`src/rtl/cdc_req_tx.sv`:
```
// cdc_req_tx: source side of a four-phase req/ack clock-domain-crossing handshake.
//
// A word accepted on in_valid/in_ready is held on data_out while req_out is
// raised; the far domain's ack_in is brought in through a two-flop synchronizer
// and the return-to-zero phase completes before the next word is accepted.
//
// Ports:
//   CLK, RST  - clock, asynchronous active-high reset
//   in_valid  - local word available
//   in_data   - local word (WIDTH bits)
//   in_ready  - high exactly while idle
//   req_out   - registered request level to the far domain
//   data_out  - registered word, stable whenever req_out is high
//   ack_in    - asynchronous acknowledge level from the far domain
//   done      - one-cycle pulse on normal completion
//   err       - one-cycle pulse on timeout abort
//
// Optional feature: define CDC_TX_TIMEOUT_EN to abort a request that is not
// acknowledged within TIMEOUT cycles. Without it err is constant 0 and
// TIMEOUT has no effect.
module cdc_req_tx #(
    parameter int WIDTH   = 8,
    parameter int TIMEOUT = 255
) (
    input  logic             CLK,
    input  logic             RST,
    input  logic             in_valid,
    input  logic [WIDTH-1:0] in_data,
    output logic             in_ready,
    output logic             req_out,
    output logic [WIDTH-1:0] data_out,
    input  logic             ack_in,
    output logic             done,
    output logic             err
);

    typedef enum logic [1:0] {IDLE, REQ_HI, REQ_LO} state_t;

    if (TIMEOUT < 2 || TIMEOUT > 65535) begin : g_bad_timeout
        $error("cdc_req_tx: TIMEOUT must be in 2..65535");
    end

    state_t           state_q, state_d;
    logic             req_q, req_d;
    logic [WIDTH-1:0] data_q, data_d;
    logic             done_q, done_d;
    logic             err_q, err_d;
    logic             sync1_q, ack_s;
    logic             aborted;

`ifdef CDC_TX_TIMEOUT_EN
    logic [15:0]      cnt_q, cnt_d;
    logic             aborted_q, aborted_d;
    assign aborted = aborted_q;
`else
    assign aborted = 1'b0;
`endif

    always_comb begin
        state_d = state_q;
        req_d   = req_q;
        data_d  = data_q;
        done_d  = 1'b0;
        err_d   = 1'b0;
`ifdef CDC_TX_TIMEOUT_EN
        cnt_d     = cnt_q;
        aborted_d = aborted_q;
`endif
        case (state_q)
            IDLE: if (in_valid) begin
                data_d  = in_data;
                req_d   = 1'b1;
                state_d = REQ_HI;
`ifdef CDC_TX_TIMEOUT_EN
                cnt_d     = '0;
                aborted_d = 1'b0;
`endif
            end
            REQ_HI: if (ack_s) begin
                req_d   = 1'b0;
                state_d = REQ_LO;
            end
`ifdef CDC_TX_TIMEOUT_EN
            // ack arriving in the limit cycle takes priority over the abort
            else if (cnt_q == 16'(TIMEOUT - 1)) begin
                req_d     = 1'b0;
                err_d     = 1'b1;
                aborted_d = 1'b1;
                state_d   = REQ_LO;
            end else begin
                cnt_d = cnt_q + 16'd1;
            end
`endif
            REQ_LO: if (!ack_s) begin
                state_d = IDLE;
                done_d  = !aborted;
            end
            default: state_d = IDLE;
        endcase
    end

    always_ff @(posedge CLK or posedge RST) begin
        if (RST) begin
            state_q <= IDLE;
            req_q   <= 1'b0;
            data_q  <= '0;
            done_q  <= 1'b0;
            err_q   <= 1'b0;
            sync1_q <= 1'b0;
            ack_s   <= 1'b0;
`ifdef CDC_TX_TIMEOUT_EN
            cnt_q     <= '0;
            aborted_q <= 1'b0;
`endif
        end else begin
            state_q <= state_d;
            req_q   <= req_d;
            data_q  <= data_d;
            done_q  <= done_d;
            err_q   <= err_d;
            sync1_q <= ack_in;
            ack_s   <= sync1_q;
`ifdef CDC_TX_TIMEOUT_EN
            cnt_q     <= cnt_d;
            aborted_q <= aborted_d;
`endif
        end
    end

    assign in_ready = (state_q == IDLE);
    assign req_out  = req_q;
    assign data_out = data_q;
    assign done     = done_q;
    assign err      = err_q;

endmodule

```
`config.mk`:
```
export PLATFORM = sky130hd
export DESIGN_NAME = cdc_req_tx
export DESIGN_NICKNAME = d
export VERILOG_FILES = /design/src/rtl/cdc_req_tx.sv
export SDC_FILE = /design/constraint.sdc
export NUM_CORES = 1
export LEC_CHECK = 0
export CORE_ASPECT_RATIO = 0.75
export CORE_UTILIZATION = 30
export DETAILED_ROUTE_END_ITERATION = 12
export GPL_TIMING_DRIVEN = 0
export PLACE_DENSITY = 0.69
export SLEW_MARGIN = 20
export SYNTH_ARGS = -nofsm -noshare
export SYNTH_HDL_FRONTEND = slang
export SYNTH_SLANG_ARGS = --single-unit
```
`constraint.sdc`:
```
create_clock -name CLK -period 1.3 [get_ports CLK]
set_input_delay 0.26 -clock CLK [delete_from_list [all_inputs] [get_ports CLK]]
set_output_delay 0.26 -clock CLK [all_outputs]
set_load 0.05 [all_outputs]
```
# After elaboration in Yosys (flattened, before gate mapping)
# Cells that the tools add are included.
[op_classes] n_eq_ne=5 n_reduce_logical=5 muxes=9
[op_table] operator="$mux 2" count=3
[op_table] operator="$ne 2x2->1 const B" count=3
[op_table] operator="$pmux 2 s3" count=1
[op_table] operator="$reduce_and 3->1" count=2
[op_table] operator="$mux 1" count=4
[op_table] operator="$eq 2x1->1 const B" count=1
[op_table] operator="$eq 2x2->1 const B" count=1
[op_table] operator="$logic_not 2->1" count=1
[op_table] operator="$pmux 1 s2" count=1
[op_table] operator="$reduce_and 2->1" count=1
[op_table] operator="$reduce_bool 2->1" count=1
[totals] output_inout_bits=12 regBits=14 inputBits=12

# Logic depth before layout (Yosys ltp)
[depth] depth_word=3 depth_mapped=4 ltp_nobuf=3

# Worst setup path before layout
# No wires, ideal clock.
[synth_timing] path_kind="register to register" start="register state_q[0]" end="register data_q[0], in the netlist data_out[0]" stages_incl_launch_ff=5 arrival_ns=1.558 t_required_ns=1.175 synth_period_minus_slack_ns=1.684 path_buffers=1 path_slack_ns=-0.384 cell_sequence="dfrtp_1 > nor2_2 > and2_4 > buf_6 > mux2_4"
[synth_via] elab_chain_len=2
[synth_rtl] item="start: declaration" line="43" rtl="state_t state_q, state_d;"
[synth_rtl] item="start signal: assignment" line="116" rtl="state_q <= state_d;"
[synth_rtl] item="$logic_not 2->1"
[synth_rtl] item="via in_ready" line="29" rtl="output logic in_ready,"
[synth_rtl] item="$reduce_and 2->1 (no line)"
[synth_rtl] item="end signal: assignment" line="118" rtl="data_q <= data_d;"
[synth_rtl] item="end: declaration" line="45" rtl="logic [WIDTH-1:0] data_q, data_d;"
# The timed path passes the listed nets, and every way through them passes these cells.
# A chain may end at the register's enable or synchronous reset.

# Worst setup path after layout
[layout_timing] start="register data_q[1], in the netlist data_out[1]" end="output port data_out[1]"
[layout_rtl] item="end: declaration" line="31" rtl="output logic [WIDTH-1:0] data_out,"
# No word-level cell between the ends.

==> flow_summary.json <==
{
  "status": "complete, no violations",
  "worstPathRequired_ns": 1.04,
  "syn_area_um2": 566,
  "startpoint_type": "register",
  "dr.pass1.iters": 2,
  "die_area_mm2": 0.00206,
  "crit_slowest_cell": "clkdlybuf4s15_2",
  "clock_path_buffers": 2,
  "power_density_mw_per_mm2": 2840,
  "drive_above_1_share": 0.462,
  "io_pins": 24,
  "ctsHoldBuffers": 0,
  "syn_area_per_cell_um2": 14.9,
  "slew_headroom": 0.637,
  "cts_inserted_buffers": 3,
  "clock-sinks": 14,
  "yosysWarnings": 0,
  "fin_nets": 79,
  "drv_cap": 0,
  "vias": 362,
  "mostFrequentLayoutCells": "dfrtp_1, clkdlybuf4s50_1, mux2_4",
  "core_area_mm2": 0.00176,
  "tightest_slew_ns": 0.545,
  "cts_tree": "done",
  "vdd_drop_max_mv": 1.41,
  "first_global_vias": 353,
  "drcViolationCount": 0,
  "finalCoreUtilization": 0.476,
  "cpLargestDelayFamily": "buffers and inverters",
  "wl_per_cell_um": 10.9,
  "antenna_found_initial": 0,
  "max_stage_delay_ns": 0.37,
  "ys_ff_latch": 14,
  "setup_viol": 0,
  "clock_skew_ns": 0.000577,
  "gp_congestion": 0.746,
  "synthesis.nets": 50,
  "hold_violations": 0,
  "period_share": 0.964,
  "initial_core_util": 0.322,
  "crit_type": "register to output pin",
  "min_period_ns": 1.25,
  "io_buffers": 22,
  "power.static_leakage_nw": 0.389,
  "drt_iter0_drc": 2,
  "area_growth_pct": 48.0,
  "cp.arrival_ns": 0.99,
  "cp_max_fo": 2,
  "p_total_mw": 2.38,
  "grt_pass1_wl_um": 1440,
  "path_cells": "clkdlybuf4s15_2",
  "synth_cells": 38,
  "critPathBufInv": 1,
  "routed_wirelength_um": 945,
  "end_kind": "output pin",
  "yosysSeqAreaShare": 0.619,
  "final_common_cell": "dfrtp_1",
  "die_h_um": 39.6,
  "holdCritPathClass": "input pin to async pin",
  "ant_nets": 0,
  "fmax_mhz": 798,
  "grt_max_degree": 15,
  "clock_latency_ns": 0.26,
  "cts.clk_slew.worst_paths_ns": 0.07,
  "diodes": 0,
  "dpl.hpwl_um": 715,
  "htree_levels": 1,
  "place_ws_ns": -0.327,
  "track_usage": 0.111,
  "fp-row-count": 13,
  "cts_root_buf": "clkbuf_4",
  "vias_per_cell": 4.16,
  "slew_viol_final": 0,
  "die_w_um": 52.1,
  "grt.overflow.total": 0,
  "fin_ws_ns": 0.0471,
  "ys_types": 14
}
-- logic make-up (layout without fill, tap and decap cells) --
group | Yosys count | in the layout | share of synthesized area
other cells | 1 | 1 | 0.00663
buf+inv | 5 | 32 | 0.0531
flops | 14 | 14 | 0.619
simple gates | 5 | 5 | 0.0487
xor+xnor | 1 | 1 | 0.0155
compound gates | 3 | 3 | 0.0265
mux | 9 | 9 | 0.230
-- cell type report --
class,count,area (um2)
Fill cell,183,920
Buffer,2,22.5
Clock buffer,3,22.5
Sequential cell,14,353
Timing Repair Buffer,24,210
Multi-Input combinational cell,19,190
Tap cell,22,27.5
Inverter,3,11.3
-- through the flow --
stage               cell area (um2)  cells  setup TNS [ns]  hold slack [ns]
floorplan                       574     38           -1.49            0.149
global placement                822     82           -2.73            0.335
detailed placement              822     82           -2.79            0.339
CTS                             861     85               0            0.328
global route                    837     87        -0.00524            0.369
finish                          837     87               0            0.332
-- repair_timing --
item / 4_1_cts / 5_1_grt
gates cloned: 0 / 0
endpoints found under the setup margin: 11 / 16
buffers inserted: 0 / 2
gates resized for setup: 39 / 13
pin swaps: 0 / 1
-- final timing paths --
check                                         from  depth (start not counted)                       to  slack (ns)
max                        data_out[1]$_DFFE_PP0P_                          1              data_out[1]        0.05
min                                            RST                          2        sync1_q$_DFF_PP0_        0.33
max reg2reg                 state_q[0]$_DFFE_PP0P_                          4  data_out[4]$_DFFE_PP0P_        0.06
min reg2reg                      sync1_q$_DFF_PP0_                          0          ack_s$_DFF_PP0_        0.35
max in group asynchronous                      RST                          2   state_q[1]$_DFFE_PP0P_        0.58
min in group CLK                 sync1_q$_DFF_PP0_                          0          ack_s$_DFF_PP0_        0.35
-- Yosys cell counts (all sizes together) --
master / number / area, um2
o21ai: 2 / 10.0
nor2: 3 / 13.8
and2: 1 / 8.76
conb: 1 / 3.75
inv: 3 / 11.3
dfrtp: 14 / 350
buf: 2 / 18.8
mux2i: 1 / 10.0
a21oi: 1 / 5.00
xnor2: 1 / 8.76
mux2: 8 / 120
nor3: 1 / 5.00
-- per-layer routing --
metal	wire length (um)	part of all wire	vias up	GRT usage
met5	0	0	-	0
met4	0	0	0	0.0592
met3	77	0.081	0	0.0775
met2	433	0.46	16	0.157
met1	434	0.46	170	0.124
li1	-	-	176	-
-- state kept, by name, summed over array words and instances, names as in the netlist --
signal    flops
sync1_q       1
done          1
ack_s         1
data_out      8
state_q       2
req_out       1
-- where the power goes --
group	leakage (nW)	internal (mW)	switching (mW)
registers	0.164	0.622	0.113
logic	0.212	0.564	0.849
clock network	0.0138	0.107	0.121
Note: power is estimated with default switching activity, not from simulation.
